[src/rtl/ofdm_cp_strip.sv]
// ofdm_cp_strip: strips the cyclic prefix of each OFDM symbol and frames the payload as an Avalon-ST packet for the FFT.
// Latency: an accepted payload sample reaches out_valid one cycle later when the output buffer is empty.
// Backpressure: the input never stalls; out_ready stalls are absorbed by the FIFO, and a full FIFO drops the sample and sets ovf.
// Build option: define OFDM_CP_SYM_CNT_EN to add the sym_count output and sym_count_clr input.

// ofdm_cp_fifo: generic synchronous FIFO with the head entry presented combinationally from storage.
// Latency: a write into an empty FIFO shows rd_vld on the next cycle.
// Backpressure: wr_rdy drops when full unless the same cycle pops; rd_dat holds while rd_vld & !rd_rdy.
module ofdm_cp_fifo #(
  parameter int W     = 8,
  parameter int DEPTH = 16
) (
  input  logic         clk,
  input  logic         reset,
  input  logic         wr_vld,
  output logic         wr_rdy,
  input  logic [W-1:0] wr_dat,
  output logic         rd_vld,
  input  logic         rd_rdy,
  output logic [W-1:0] rd_dat
);
  localparam int AW = $clog2(DEPTH);
  localparam logic [AW:0] FULL_CNT = DEPTH[AW:0];

  logic [W-1:0]  mem [DEPTH];
  logic [AW-1:0] wr_ptr;
  logic [AW-1:0] rd_ptr;
  logic [AW:0]   count;
  logic          do_push;
  logic          do_pop;

  assign rd_vld  = (count != '0);
  assign rd_dat  = mem[rd_ptr];
  assign do_pop  = rd_vld & rd_rdy;
  // a pop in the same cycle frees the slot, so a full FIFO can still take a write
  assign wr_rdy  = (count != FULL_CNT) | do_pop;
  assign do_push = wr_vld & wr_rdy;

  // storage write; contents are only observed through rd_vld so no reset is needed
  always_ff @(posedge clk) begin
    if (do_push) mem[wr_ptr] <= wr_dat;
  end

  // pointers and occupancy; reset flushes the FIFO immediately
  always_ff @(posedge clk or posedge reset) begin
    if (reset) begin
      wr_ptr <= '0;
      rd_ptr <= '0;
      count  <= '0;
    end else begin
      if (do_push) wr_ptr <= wr_ptr + 1'b1;
      if (do_pop)  rd_ptr <= rd_ptr + 1'b1;
      case ({do_push, do_pop})
        2'b10:   count <= count + 1'b1;
        2'b01:   count <= count - 1'b1;
        default: count <= count;
      endcase
    end
  end
endmodule

module ofdm_cp_strip #(
  parameter int DATA_W     = 12,
  parameter int PTS_W      = 8,
  parameter int FIFO_DEPTH = 16
) (
  input  logic              clk,
  input  logic              reset,
  input  logic              in_valid,
  input  logic [DATA_W-1:0] in_real,
  input  logic [DATA_W-1:0] in_imag,
  input  logic              sym_start,
  input  logic [PTS_W-1:0]  fft_pts,
  input  logic [PTS_W-1:0]  cp_len,
  output logic              out_valid,
  input  logic              out_ready,
  output logic              out_sop,
  output logic              out_eop,
  output logic [1:0]        out_error,
  output logic [DATA_W-1:0] out_real,
  output logic [DATA_W-1:0] out_imag,
  output logic [PTS_W-1:0]  out_fftpts,
  output logic              ovf,
  output logic              sync_err
`ifdef OFDM_CP_SYM_CNT_EN
  ,
  output logic [15:0]       sym_count,
  input  logic              sym_count_clr
`endif
);
  typedef struct packed {
    logic [DATA_W-1:0] re;
    logic [DATA_W-1:0] im;
    logic              sop;
    logic              eop;
    logic              err;
  } entry_t;

  typedef enum logic [1:0] {IDLE, SKIP_CP, PAYLOAD} state_t;

  state_t         state, state_nxt;
  logic [PTS_W:0] cnt, cnt_nxt, cnt_inc;
  logic [PTS_W-1:0] fft_q, cp_q;
  logic [PTS_W:0] fft_last, cp_ext;
  logic           latch_en, sync_hit, err_sym, drop;
  logic           wr_vld, wr_rdy, rd_vld;
  entry_t         wr_dat, rd_dat;
  logic [PTS_W-1:0] fftpts_r;

  assign cnt_inc  = cnt + 1'b1;
  assign cp_ext   = {1'b0, cp_q};
  assign fft_last = {1'b0, fft_q} - 1'b1;

  // framing: skip the CP, tag sop/eop on payload samples, flag ignored symbol starts
  always_comb begin
    state_nxt  = state;
    cnt_nxt    = cnt;
    latch_en   = 1'b0;
    sync_hit   = 1'b0;
    wr_vld     = 1'b0;
    wr_dat.re  = in_real;
    wr_dat.im  = in_imag;
    wr_dat.sop = 1'b0;
    wr_dat.eop = 1'b0;
    wr_dat.err = err_sym;
    case (state)
      IDLE: begin
        if (in_valid && sym_start) begin
          latch_en   = 1'b1;
          wr_dat.err = 1'b0;
          if (cp_len == '0) begin
            // no prefix: this sample opens the payload
            state_nxt  = PAYLOAD;
            cnt_nxt    = {{PTS_W{1'b0}}, 1'b1};
            wr_vld     = 1'b1;
            wr_dat.sop = 1'b1;
          end else if (cp_len == PTS_W'(1)) begin
            // this sample is the whole prefix
            state_nxt = PAYLOAD;
            cnt_nxt   = '0;
          end else begin
            state_nxt = SKIP_CP;
            cnt_nxt   = {{PTS_W{1'b0}}, 1'b1};
          end
        end
      end
      SKIP_CP: begin
        if (in_valid) begin
          sync_hit = sym_start;
          if (cnt_inc == cp_ext) begin
            state_nxt = PAYLOAD;
            cnt_nxt   = '0;
          end else begin
            cnt_nxt = cnt_inc;
          end
        end
      end
      PAYLOAD: begin
        if (in_valid) begin
          sync_hit   = sym_start;
          wr_vld     = 1'b1;
          wr_dat.sop = (cnt == '0);
          wr_dat.eop = (cnt == fft_last);
          if (cnt == fft_last) begin
            state_nxt = IDLE;
            cnt_nxt   = '0;
          end else begin
            cnt_nxt = cnt_inc;
          end
        end
      end
      default: state_nxt = IDLE;
    endcase
  end

  // a payload sample that finds no room is lost; cnt still advances in the FSM
  assign drop = wr_vld & ~wr_rdy;

  // state and sample counter
  always_ff @(posedge clk or posedge reset) begin
    if (reset) begin
      state <= IDLE;
      cnt   <= '0;
    end else begin
      state <= state_nxt;
      cnt   <= cnt_nxt;
    end
  end

  // symbol geometry captured at the accepted symbol start
  always_ff @(posedge clk or posedge reset) begin
    if (reset) begin
      fft_q <= '0;
      cp_q  <= '0;
    end else if (latch_en) begin
      fft_q <= fft_pts;
      cp_q  <= cp_len;
    end
  end

  // status flags: sticky overflow, per-symbol error marking, ignored-start pulse
  always_ff @(posedge clk or posedge reset) begin
    if (reset) begin
      ovf      <= 1'b0;
      err_sym  <= 1'b0;
      sync_err <= 1'b0;
    end else begin
      ovf      <= ovf | drop;
      sync_err <= sync_hit;
      if (drop)          err_sym <= 1'b1;
      else if (latch_en) err_sym <= 1'b0;
    end
  end

  ofdm_cp_fifo #(
    .W     ($bits(entry_t)),
    .DEPTH (FIFO_DEPTH)
  ) u_fifo (
    .clk    (clk),
    .reset  (reset),
    .wr_vld (wr_vld),
    .wr_rdy (wr_rdy),
    .wr_dat (wr_dat),
    .rd_vld (rd_vld),
    .rd_rdy (out_ready),
    .rd_dat (rd_dat)
  );

  assign out_valid  = rd_vld;
  assign out_sop    = rd_vld & rd_dat.sop;
  assign out_eop    = rd_vld & rd_dat.eop;
  assign out_error  = {1'b0, rd_vld & rd_dat.err};
  assign out_real   = rd_vld ? rd_dat.re : '0;
  assign out_imag   = rd_vld ? rd_dat.im : '0;
  // point count follows the symbol geometry as its sop is presented, then holds
  assign out_fftpts = out_sop ? fft_q : fftpts_r;

  // hold register behind out_fftpts
  always_ff @(posedge clk or posedge reset) begin
    if (reset) fftpts_r <= '0;
    else       fftpts_r <= out_fftpts;
  end

`ifdef OFDM_CP_SYM_CNT_EN
  // count completed symbols leaving the block; clear wins over increment
  always_ff @(posedge clk or posedge reset) begin
    if (reset)                              sym_count <= '0;
    else if (sym_count_clr)                 sym_count <= '0;
    else if (rd_vld & out_ready & rd_dat.eop) sym_count <= sym_count + 1'b1;
  end
`endif
endmodule

[config.mk]
export PLATFORM = sky130hd
export DESIGN_NAME = ofdm_cp_strip
export DESIGN_NICKNAME = d
export VERILOG_FILES = /design/src/rtl/ofdm_cp_strip.sv
export SDC_FILE = /design/constraint.sdc
export NUM_CORES = 1
export LEC_CHECK = 0
export ABC_AREA = 1
export BUFFER_PORTS_ARGS = -buffer_cell sky130_fd_sc_hd__buf_2
export CORE_MARGIN = 4
export CORE_UTILIZATION = 40
export CTS_BUF_LIST = sky130_fd_sc_hd__clkbuf_8
export CTS_CLUSTER_DIAMETER = 80
export CTS_CLUSTER_SIZE = 16
export DETAILED_ROUTE_END_ITERATION = 12
export PLACE_DENSITY_LB_ADDON = 0.08
export SYNTH_ARGS = -nofsm -noshare
export SYNTH_HDL_FRONTEND = slang
export SYNTH_SLANG_ARGS = --single-unit
[constraint.sdc]
create_clock -name clk -period 3.42 [get_ports clk]
set_clock_uncertainty 0.1 [all_clocks]
set_input_delay 0.855 -clock clk [delete_from_list [all_inputs] [get_ports clk]]
set_output_delay 0.855 -clock clk [all_outputs]
set_load 0.02 [all_outputs]
After elaboration in Yosys (flattened, before gate mapping)
Memories as Yosys holds them, arrays and structs flattened.
Index checks and enable logic that the tools add are counted.
- div/mod/pow operators: 0
- $add $sub $neg: 6
- magnitude comparators: 0
- shift-type cells: 0
- equal/unequal tests: 13
- bitwise operators: 9
- multiplexer cells: 37
- reduce and logical (&&, ||, !) cells: 11
- multipliers: 0
- operators by type and width (kind ; number):
    $mux W9 ; 5
    $pmux W9 S3 ; 1
    $mux W12 ; 2
    $mux W1 ; 16
    $mux W2 ; 8
    $ne A2 B2 Y1 const B ; 5
    $pmux W5 S2 ; 1
    $add A9 B1 Y9 const B ; 1
    $eq A9 B8 Y1 ; 1
    $eq A9 B9 Y1 ; 1
    $logic_not A9 Y1 ; 1
    $sub A8 B1 Y9 const B ; 1
    $add A4 B1 Y4 const B ; 2
    $eq A8 B1 Y1 const B ; 1
    $logic_not A8 Y1 ; 1
    $mux W8 ; 1
    $and A1 B1 Y1 ; 6
    $pmux W2 S3 ; 1
    $add A5 B1 Y5 const B ; 1
    $ne A5 B5 Y1 const B ; 1
    $reduce_and A5 Y1 ; 1
    $reduce_bool A5 Y1 ; 1
    $sub A5 B1 Y5 const B ; 1
    $eq A2 B1 Y1 const B ; 2
    10 further kinds ; 14
- input port bits: 45
- latch bits: 0
- memories kept: 1
- memory bits (read-only): 0
- register bits: 51
- memory bits (writable): 432
- output and inout port bits: 39
- word-level logic and storage cells: 88
- memories (memory ; words ; bits a word ; read ports ; clocked after Yosys merged registers in ; wr ports ; line ; text):
    u_fifo.mem ; 16 ; 27 ; 1 ; 0 ; 1 ; 25 ; logic [W-1:0] mem [DEPTH];

Depth between registers and ports, before layout
Gate-level depths: netlist (run 1).
- depth after elaboration: 7
- gate-level depth with buffers: 17
- mapped depth without buffers: 17

By module
A second synthesis (run 1) with hierarchy kept.
- cells, all modules: 1754
- area total of the unflattened synthesis: 20523.4 um^2
- by module, submodules not included (module ; sequential area each (um^2) ; cells each ; times used ; area each (um^2)):
    ofdm_cp_fifo ; 13297.8 ; 1380 ; 1 ; 17964.7
    ofdm_cp_strip ; 950.9 ; 374 ; 1 ; 2558.7

Least setup slack after synthesis (run 1)
No wires, ideal clock.
- kind: input-to-reg
- start: input cp_len[1]
- end: memory u_fifo.mem[0][0] in the netlist's numbering (enable)
- setup time: 0.411 ns
- stages on the path: 9
- required time: 2.909 ns
- arrival: 2.933 ns
- buffers on the path: 0
- path slack: -0.024 ns
- path through: inv_1 nand4_1 nor4_2 nand2_1 nand2_2 nand2_2 inv_2 nand2_2 nor2_1
- cells in the longest elaborated chain, start to end: 7
- RTL lines (item ; line ; text):
    start, declared ; 74 ; input logic [PTS_W-1:0] cp_len,
    $logic_not A8 Y1 ; 131 ; if (cp_len == '0) begin
    $mux W1 ; 131 ;
    $mux W1 ; 128 ; if (in_valid && sym_start) begin
    $pmux W1 S2 ; 126 ; case (state)
    $and A1 B1 Y1 ; 37 ; assign do_push = wr_vld & wr_rdy;
    $mux W1 ; 41 ; if (do_push) mem[wr_ptr] <= wr_dat;
    $mux W1 (not written as such) ; 41 ;
    end, declared ; 25 ;
No other way between the ends.

Final worst setup path (run 1)
- start: register u_fifo.rd_ptr[0]
- end: output out_imag[6]
- cells in the longest elaborated chain, start to end: 2
- RTL lines (item ; line ; text):
    start, declared ; 27 ; logic [AW-1:0] rd_ptr;
    start signal, assigned ; 52 ; if (do_pop) rd_ptr <= rd_ptr + 1'b1;
    $mem_v2 Z16 W27 ; n/a ;
    $mux W12 ; 234 ; assign out_imag = rd_vld ? rd_dat.im : '0;
    end, declared ; 81 ; output logic [DATA_W-1:0] out_imag,
No other way between the ends.

==> flow_metrics.tcl, run 1 <==
set metrics [dict create \
    outcome "finished, violations left" \
    violations "setup timing" \
    synth-simple-area-share_pct 11.9 \
    cts_tree "built" \
    reg2regPathDepth 17 \
    vias 13800 \
    synth_mux_area_share_pct 0 \
    finalSetupViolations 31 \
    synth_edf_count 432 \
    hold_path.class "input port to asynchronous set/reset pin" \
    cp-start-kind "flip-flop" \
    synth_flop_cell "edfxtp_1" \
    grt.overflow.total 0 \
    cp.arrival_ns 2.59 \
    drtPass1Iterations 5 \
    yosysMostFrequentCell "edfxtp_1" \
    report.final.slew_viol_count 0 \
    clk-insertion-delay-late_ns 0.65 \
    final_cells 2464 \
    worstPathCellList "buf_12, inv_12, buf_16, buf_12, o21ai_1, o221ai_2, nand3_1, a21oi_2, buf_4" \
    fin_area_um2 24800 \
    dp_cells 2346 \
    via_per_inst 5.59 \
    synth_top_area_share_pct 64.7 \
    h-tree-depth 2 \
    clockPowerShare_pct 13.4 \
    row_count 81 \
    fp.dieArea_um2 53700 \
    power_density_nw_per_um2 863 \
    cp_data_required_time_ns 2.46 \
    seqPwrFrac_pct 33.0 \
    r2r-end "u_fifo.count[4]$_DFFE_PP0P_" \
    fin_ws_ns -0.124 \
    synthTopCellsByCount "edfxtp_1, nor2_1, o21ai_0" \
    start_util_pct 40.7 \
    numCtsBuffers 36 \
    hold_violations 0 \
    grt_use_total_pct 21.4 \
    fp.dieH_um 232 \
    wl_per_cell_um 24.5 \
    yosys.cell_types.count 42 \
    path_depth 9 \
    area_delta_synth_final_pct 23.8 \
    setup_tns_ns -1.96 \
    max_freq_ghz 0.282 \
    drc 0 \
    worstMarginPinSlew_ns 0.747 \
    core_area_um2 49300 \
    p_int_uw 12600 \
    crit_end "out_imag[6]" \
    ys_seq_area_share_pct 71.1 \
    grt_start_max_net_pins 42 \
    async_flop_share_pct 10.6 \
    gp_congestion 0.791 \
    layout.nets 1851 \
    place_ws_ns 0.233 \
    finalWorstPathRequiredPeriod_ns 3.54 \
    grt_pass1_wl_mm 86.0 \
    synth_top_area_cell "edfxtp_1" \
    grt_pass1_vias 13300 \
    clk_pin_slew_worst_paths_ns 0.12 \
    port_buffers 82 \
    cp-end-kind "output port" \
    die_x_um 232 \
    r2r_start "state[0]$_DFFE_PP0P_" \
    swShare_pct 41.2 \
    r2r_setup_slack_ns 0.65 \
    p_switching_uw 8820 \
    avgSynthCellArea_um2 12.4 \
    syn_inst 1621 \
    power_leakage_uw 0.00858 \
    cap_violations 0 \
    crit_path_frequent_cell "buf_12" \
    synth-xor-area-share_pct 0.568 \
    synth_area_um2 20000 \
    cts_sinks 483 \
    hpwlAfterDp_mm 32.2 \
    ant_nets 0 \
    min_period_over_period_pct 104 \
    synthAdderAreaFrac_pct 1.04 \
    drive_gt1_share_pct 25.0 \
    slowest_stage "dfrtp_4" \
    cts.path.max_buffers 3 \
    syn_nets 1682 \
    slowest_delay_ns 0.52 \
    antenna_found_initial 2 \
    synth_compound_area_share_pct 12.0 \
    cp_max_fo 7 \
    ir_worst_vdd_uv 420 \
    yosys_warnings 0 \
    cts_root_buf "clkbuf_8" \
    rsz0062_at_grt "yes" \
    crit_family "buffers and inverters" \
    synthTopCellsByArea "edfxtp_1, dfrtp_1, o21ai_0" \
    synth_top_family_by_area "compound AO/OA/AOI/OAI gates" \
    post_dp_cell_area_um2 22000 \
    pin_count 84 \
    wl_mm 60.4 \
    pwr-share-comb_pct 53.6 \
    ys_ff_latch 483 \
    slew_headroom_pct 50.2 \
    startpoint "u_fifo.rd_ptr[0]$_DFFE_PP0P_" \
    worstSetupPathType "flip-flop to output port" \
    drt-initial-drc-count 1250 \
    fin_hold_ws_ns 0.126 \
    path_buf_inv 5 \
]
worst reg2reg max path: cells and delay by family (launching register included):
family | cells | cell delay (ns)
AOI/OAI and AO/OA | 1 | 0.06
adders and majority gates | 2 | 0.57
buffers and inverters | 4 | 0.36
DFF | 1 | 0.43
and+or+nand+nor | 10 | 1.20
per-layer routing:
layer	GRT usage, %	part of all wire, %	vias up	wire (um)
li1	-	-	6269	-
met1	30.9	46	6985	27700
met2	34.5	47	447	28400
met3	3.78	5.7	61	3420
met4	3.98	1.4	0	862
met5	0	0	-	0
layout by cell type, fill, tap and decap left out, drive strengths merged, types with 2 or more instances in the layout:
cell type	count
inv	71
buf	201
nor4	4
clkbuf	53
bufbuf	3
dfrtp	51
a21oi	31
clkinvlp	3
or2	3
o22ai	22
edfxtp	432
clkinv	7
o21ai	263
xor2	12
ha	15
nand2	136
nor2	301
diode	2
nand4	15
o221ai	86
nand3	80
layout make-up:
cell class	instances	area (um2)
diodes	2	5.00
clock buffers	37	509
clock inverters	9	50.0
fillers	4342	24500
inverters	69	298
multi-input cells	977	5860
flip-flops and latches	483	14300
well taps	664	831
repair buffers	220	2940
repair inverters	3	48.8
how the worst min path moves through the flow:
stage                                    from  cells after the start                      endpoint  slack [ns]
after global routing                    reset                      2  u_fifo.wr_ptr[1]$_DFFE_PP0P_        0.14
after floorplan           err_sym$_DFFE_PP0P_                      2           err_sym$_DFFE_PP0P_        0.34
final                                   reset                      2  u_fifo.wr_ptr[1]$_DFFE_PP0P_        0.13
after CTS                               reset                      2  u_fifo.wr_ptr[1]$_DFFE_PP0P_        0.10
after global placement          ovf$_DFF_PP0_                      2                 ovf$_DFF_PP0_        0.35
after detailed placement        ovf$_DFF_PP0_                      2                 ovf$_DFF_PP0_        0.36
state kept, by name, indices dropped and copies added, names as in the netlist:
| register | count |
|---|---|
| u_fifo.mem | 432 |
| cnt | 9 |
| cp_q | 8 |
| fft_q | 8 |
| fftpts_r | 8 |
| u_fifo.count | 5 |
| u_fifo.rd_ptr | 4 |
| u_fifo.wr_ptr | 4 |
| state | 2 |
| err_sym | 1 |
| ovf | 1 |
| sync_err | 1 |
stage by stage:
stage	power, uW	utilization (%)
2_1_floorplan	11900	-
3_3_place_gp	14800	44.6
3_5_place_dp	14900	44.6
4_1_cts	19900	48.2
5_1_grt	22500	50.3
6_report	21400	50.3
power groups by stage:
stage / clock network [uW] / logic (uW) / registers [uW]
finish: 2870 / 11500 / 7060
global route: 3190 / 12200 / 7100
CTS: 2970 / 9890 / 7050
detailed placement: 0 / 7710 / 7180
global placement: 0 / 7670 / 7170
floorplan: 0 / 4830 / 7090
cells by family (layout without fill, tap and decap cells):
group | after synthesis | in the layout
AND/OR/NAND/NOR | 540 | 541
flip-flops | 483 | 483
AO/OA/AOI/OAI | 406 | 406
buffers and inverters | 162 | 338
adder cells (fa/ha/maj) | 16 | 16
XOR/XNOR | 13 | 13
other | 1 | 3
timing repair:
item | CTS | global route
buffers inserted | 17 | 21
gates cloned | 16 | 17
endpoints found under the hold margin | 0 | 0
setup endpoints to repair | 35 | 35
pin swaps | 46 | 69
gates resized for setup | 168 | 150
hold buffers | 0 | 0
Power figures use the tool's default switching activity.
==> run 2, diff against run 1 <==
--- a/constraint.sdc
+++ b/constraint.sdc
@@ -3,3 +3,3 @@
 set_input_delay 0.855 -clock clk [delete_from_list [all_inputs] [get_ports clk]]
 set_output_delay 0.855 -clock clk [all_outputs]
-set_load 0.02 [all_outputs]
+set_load 0.005 [all_outputs]
==> run 2 against run 1 <==
  * The run still ends with setup timing left
  * Non-clock buffer count is 5 higher
  * Routed wire length up 2.2%
  * Cell area fell by 0.37%
  * Worst setup slack improved by 0.073 ns
  * Via count grew 1.1%
  * Count of clock-buffer cells in the layout up 2
  * Critical path depth unchanged
  * Critical path type unchanged
  * Largest cell class unchanged
  * Largest power group unchanged
==> flow_metrics.tcl, run 2 (synthesis gave the netlist of run 1 again) <==
set metrics [dict create \
    outcome "finished, violations left" \
    violations "setup timing" \
    worstSetupPathType "flip-flop to output port" \
    cp-end-kind "output port" \
    cp.arrival_ns 2.52 \
    vias 13900 \
    pwr-share-comb_pct 51.5 \
    core_area_um2 49300 \
    cp_max_fo 8 \
    rsz0062_at_grt "yes" \
    clk_pin_slew_worst_paths_ns 0.11 \
    wl_mm 61.7 \
    finalWorstPathRequiredPeriod_ns 3.47 \
    largest_register "u_fifo.mem" \
    p_int_uw 12300 \
    cts.path.max_buffers 3 \
    wl_per_cell_um 25.0 \
    port_buffers 82 \
    drt-initial-drc-count 1218 \
    antenna_found_initial 1 \
    grt.overflow.total 0 \
    via_per_inst 5.64 \
    reg2regPathDepth 14 \
    power_leakage_uw 0.00859 \
    cts_root_buf "clkbuf_8" \
    ir_worst_vdd_uv 422 \
    hold_violations 0 \
    reg_top3 "u_fifo.mem x432, cnt x9" \
    grt_use_total_pct 21.6 \
    final_cells 2467 \
    dp_cells 2339 \
    numCtsBuffers 37 \
    layout.nets 1856 \
    fin_area_um2 24700 \
    post_dp_cell_area_um2 21900 \
    grt_pass1_wl_mm 87.4 \
    finalSetupViolations 5 \
    grt_pass1_vias 13600 \
    final_cell_mix "edfxtp_1, nor2_1, o21ai_0, nand2_1, buf_2" \
    p_switching_uw 8320 \
    power_density_nw_per_um2 836 \
    grt_start_max_net_pins 51 \
    postCtsHoldBufs 0 \
    pin_count 84 \
    cap_violations 0 \
    clockPowerShare_pct 14.2 \
    drc 0 \
    antenna_cells 0 \
    cp_data_required_time_ns 2.46 \
    cts_tree "built" \
    fin_ws_ns -0.0510 \
    final_common_cell "edfxtp_1" \
    start_util_pct 40.7 \
    cp-start-kind "flip-flop" \
    report.final.slew_viol_count 0 \
    fp.dieH_um 232 \
    max_freq_ghz 0.288 \
    final_util_pct 50.2 \
    fin_hold_ws_ns 0.242 \
    row_count 81 \
    drive_gt1_share_pct 25.2 \
    slew_headroom_pct 52.9 \
    ant_nets 0 \
    h-tree-depth 2 \
    drtPass1Iterations 5 \
    min_period_over_period_pct 101 \
    fp.dieArea_um2 53700 \
    worstMarginPinSlew_ns 0.706 \
    n_fill_cell 4380 \
    cts_sinks 483 \
    largest_reg_flops 432 \
    hpwlAfterDp_mm 32.1 \
    die_x_um 232 \
    area_delta_synth_final_pct 23.3 \
    hold_path.class "input port to asynchronous set/reset pin" \
    power_uw 20600 \
    seqPwrFrac_pct 34.3 \
    swShare_pct 40.3 \
    gp_congestion 0.783 \
    clk-insertion-delay-late_ns 0.62 \
]
==> run 2: cell types whose count changed in the layout (fill, tap and decap cells not counted), moves of 4 or more <==
| cell | before | now |
|---|---|---|
| buf_4 | 52 | 46 |
| o21ai_1 | 60 | 64 |
| o221ai_4 | 1 | 5 |
| o21ai_2 | 17 | 24 |
| o21ai_0 | 181 | 173 |
| buf_2 | 47 | 80 |
| buf_6 | 35 | 13 |
| buf_12 | 45 | 36 |
| buf_16 | 15 | 24 |
==> run 2: per-layer routing <==
layer / vias up / track usage (%) / routed length (um)
met3: 81 / 2.92 / 3800
met1: 7060 / 31.9 / 28200
li1: 6288 / - / -
met2: 488 / 33.9 / 28500
met4: 0 / 5.92 / 1270
met5: - / 0 / 0
==> run 2: power by group through the flow <==
stage / sequential, uW / clock, uW / combinational, uW
finish: 7080 / 2940 / 10600
global route: 7130 / 3230 / 11400
floorplan: 7090 / 0 / 4300
detailed placement: 7180 / 0 / 7100
global placement: 7170 / 0 / 7070
CTS: 7070 / 3040 / 9210
==> run 2: area by class of cell <==
| cell class | instances | area [um2] | share of cell area (%) |
|---|---|---|---|
| multi-input combinational | 977 | 5870 | 23.8 |
| sequential | 483 | 14300 | 57.7 |
| timing repair buffer | 225 | 2840 | 11.5 |
| clock buffer | 39 | 537 | 2.17 |
| tap | 664 | 831 | 3.36 |
| inverter | 69 | 289 | 1.17 |
| clock inverter | 8 | 52.6 | 0.213 |
| timing repair inverter | 2 | 27.5 | 0.111 |
==> run 2: stage by stage <==
stage          worst slack [ns]  setup TNS [ns]
4_1_cts                  -0.102           -1.53
3_3_place_gp              0.275               0
6_report                -0.0510          -0.108
2_1_floorplan           -0.0238           -9.44
3_5_place_dp              0.284               0
5_1_grt                  -0.153           -3.18
==> run 2: worst paths after layout <==
check | startpoint | to | slack, ns
min in group clk | fft_pts[2] | fft_q[2]$_DFFE_PP0P_ | 0.35
worst min register to register | ovf$_DFF_PP0_ | ovf$_DFF_PP0_ | 0.38
max in group asynchronous | reset | cnt[1]$_DFFE_PP0P_ | 2.39
worst min-delay path | reset | cp_q[3]$_DFFE_PP0P_ | 0.24
worst max-delay path | u_fifo.rd_ptr[0]$_DFFE_PP0P_ | out_imag[5] | -0.05
worst max register to register | u_fifo.count[0]$_DFFE_PP0P_ | u_fifo.count[4]$_DFFE_PP0P_ | 0.64
==> run 2: timing repair <==
item	in CTS	in global routing
buffers inserted	30	13
pin swaps	57	88
gates cloned	21	21
hold endpoints to repair	0	0
gates resized for setup	135	125
endpoints found under the setup margin	35	35
==> run 2: worst max-delay path: stages, from the launching register on <==
cell and delay [ns]:
dfrtp_4 0.56, buf_12 0.21, buf_12 0.14, buf_16 0.15, nor2_1 0.06, o221ai_1 0.16, buf_4 0.18, nand3_2 0.07
a21oi_2 0.22, buf_2 0.16
==> run 3, diff against run 2 <==
Settings changed: CORE_UTILIZATION 40 to 58.
==> run 3 against run 2 <==
  * The flow still finishes with violations (setup timing)
  * Total power down 11%
  * Worst hold slack got worse by 0.14 ns
  * Worst setup slack improved by 0.014 ns
  * Critical path depth rose by 1
  * Highest routed layer unchanged
==> flow_metrics.tcl, run 3 (synthesis gave the netlist of run 1 again) <==
set metrics [dict create \
    gp_congestion 0.861 \
    final_common_cell "edfxtp_1" \
    core_area_um2 33800 \
    vias 13700 \
    via_per_inst 6.23 \
    grt_pass1_wl_mm 79.0 \
    cts.path.max_buffers 3 \
    drive_gt1_share_pct 19.5 \
    drt-initial-drc-count 1471 \
    crit_path_frequent_cell "nand2_4" \
    reg2regPathDepth 17 \
    h-tree-depth 2 \
    fp.dieArea_um2 37600 \
    crit_family "simple AND/OR/NAND/NOR gates" \
    wl_per_cell_um 24.0 \
    clk_pin_slew_worst_paths_ns 0.12 \
    r2r_start "state[0]$_DFFE_PP0P_" \
    path_depth 10 \
    reg_top3 "u_fifo.mem x432, cnt x9" \
    cp.arrival_ns 2.50 \
    start_util_pct 59.3 \
    cp-start-kind "flip-flop" \
    slowest_delay_ns 0.52 \
    cp_data_required_time_ns 2.46 \
    r2r_setup_slack_ns 0.59 \
    rsz0062_at_grt "yes" \
    drc 0 \
    outcome "finished, violations left" \
    power_density_nw_per_um2 798 \
    finalSetupViolations 7 \
    postCtsHoldBufs 0 \
    grt_start_max_net_pins 54 \
    row_count 67 \
    fp.dieH_um 194 \
    hold_path.class "input port to asynchronous set/reset pin" \
    cts_tree "built" \
    antenna_found_initial 1 \
    cap_violations 0 \
    fin_area_um2 23000 \
    crit_end "out_fftpts[6]" \
    drtPass1Iterations 5 \
    cts_sinks 483 \
    port_buffers 82 \
    grt_pass1_vias 13600 \
    finalWorstPathRequiredPeriod_ns 3.46 \
    die_x_um 194 \
    worstPathCellList "buf_12, buf_4, o21ai_2, o221ai_2, nand3_1, nand2_4, nand2_4, nand2_1, o21ai_4, buf_2" \
    clk-insertion-delay-late_ns 0.58 \
    min_period_over_period_pct 101 \
    violations "setup timing" \
    slowest_stage "dfrtp_4" \
    worstSetupPathType "flip-flop to output port" \
    final_cell_mix "edfxtp_1, nor2_1, o21ai_0, nand2_1, buf_2" \
    ir_worst_vdd_uv 487 \
    cp_max_fo 5 \
    ant_nets 0 \
    report.final.slew_viol_count 0 \
    hold_violations 0 \
    startpoint "u_fifo.rd_ptr[0]$_DFFE_PP0P_" \
    hpwlAfterDp_mm 29.4 \
    power_leakage_uw 0.00803 \
    grt.overflow.total 0 \
    largest_reg_flops 432 \
    r2r-end "u_fifo.count[4]$_DFFE_PP0P_" \
    grt_use_total_pct 27.0 \
    fin_ws_ns -0.0365 \
    wl_mm 53.0 \
    pin_count 84 \
    cts_root_buf "clkbuf_8" \
    layout.nets 1805 \
    numCtsBuffers 36 \
    fin_hold_ws_ns 0.105 \
    largest_register "u_fifo.mem" \
    slew_headroom_pct 58.6 \
    worstMarginPinSlew_ns 0.621 \
    area_delta_synth_final_pct 14.8 \
    path_buf_inv 3 \
    max_freq_ghz 0.289 \
    post_dp_cell_area_um2 21400 \
    cp-end-kind "output port" \
]
-- run 3: repair_timing --
| item | CTS | global route |
|---|---|---|
| gates resized for setup | 48 | 85 |
| cloned | 12 | 4 |
| pin swaps | 11 | 35 |
| endpoints found under the setup margin | 32 | 34 |
| setup buffers | 8 | 13 |
-- run 3: through the flow --
| step | std cells | util, % | setup slack, ns | TNS (ns) | power [uW] |
|---|---|---|---|---|---|
| after floorplan | 1621 | - | -0.0238 | -9.44 | 11400 |
| after global placement | 2119 | 63.3 | 0.347 | 0 | 13700 |
| after detailed placement | 2119 | 63.3 | 0.207 | 0 | 13900 |
| after CTS | 2189 | 66.6 | -0.0177 | -0.0330 | 17600 |
| after global routing | 2205 | 68.1 | -0.109 | -1.21 | 19400 |
| final | 2205 | 68.1 | -0.0365 | -0.0963 | 18300 |
-- run 3: how the worst min path moves through the flow --
| stage | slack, ns | from | endpoint |
|---|---|---|---|
| after detailed placement | 0.38 | ovf$_DFF_PP0_ | ovf$_DFF_PP0_ |
| final | 0.10 | reset | u_fifo.wr_ptr[3]$_DFFE_PP0P_ |
| after CTS | 0.1 | reset | u_fifo.count[2]$_DFFE_PP0P_ |
| after global routing | 0.13 | reset | u_fifo.count[2]$_DFFE_PP0P_ |
| after floorplan | 0.34 | err_sym$_DFFE_PP0P_ | err_sym$_DFFE_PP0P_ |
| after global placement | 0.34 | ovf$_DFF_PP0_ | ovf$_DFF_PP0_ |
-- run 3: layout make-up --
type,count,area [um2]
sequential,483,14300
fill,2386,10800
multi-input combinational,978,5580
timing repair buffer,173,1690
tap,448,561
clock buffer,37,509
inverter,69,293
clock inverter,13,61.3
timing repair inverter,3,41.3
antenna,1,2.50
-- run 3: layer usage --
layer | wire [um] | vias to the layer above | global-route usage, %
met1 | 21400 | 6832 | 37.7
met5 | 0 | - | 0
li1 | - | 6165 | -
met3 | 4550 | 102 | 5.66
met2 | 25500 | 637 | 43.5
met4 | 1460 | 0 | 8.49
-- run 3: worst reg2reg max path, stage by stage (launching register included) --
cell and delay, ns:
dfrtp_1 0.45, inv_1 0.10, ha_1 0.23, inv_2 0.09, nor2_8 0.12, inv_2 0.07, nor2_2 0.10, nand2_1 0.17
nand3_4 0.16, inv_1 0.09, ha_1 0.34, nand2_1 0.09, nor2_1 0.04, a211oi_1 0.22, or2_2 0.17, nand3_1 0.07
nand2_1 0.07, nand2_1 0.05
-- run 3: where the power goes --
| part | internal (uW) | switching [uW] | total, uW |
|---|---|---|---|
| Clock | 1000 | 1780 | 2790 |
| Sequential | 6780 | 322 | 7100 |
| Combinational | 3210 | 5250 | 8460 |
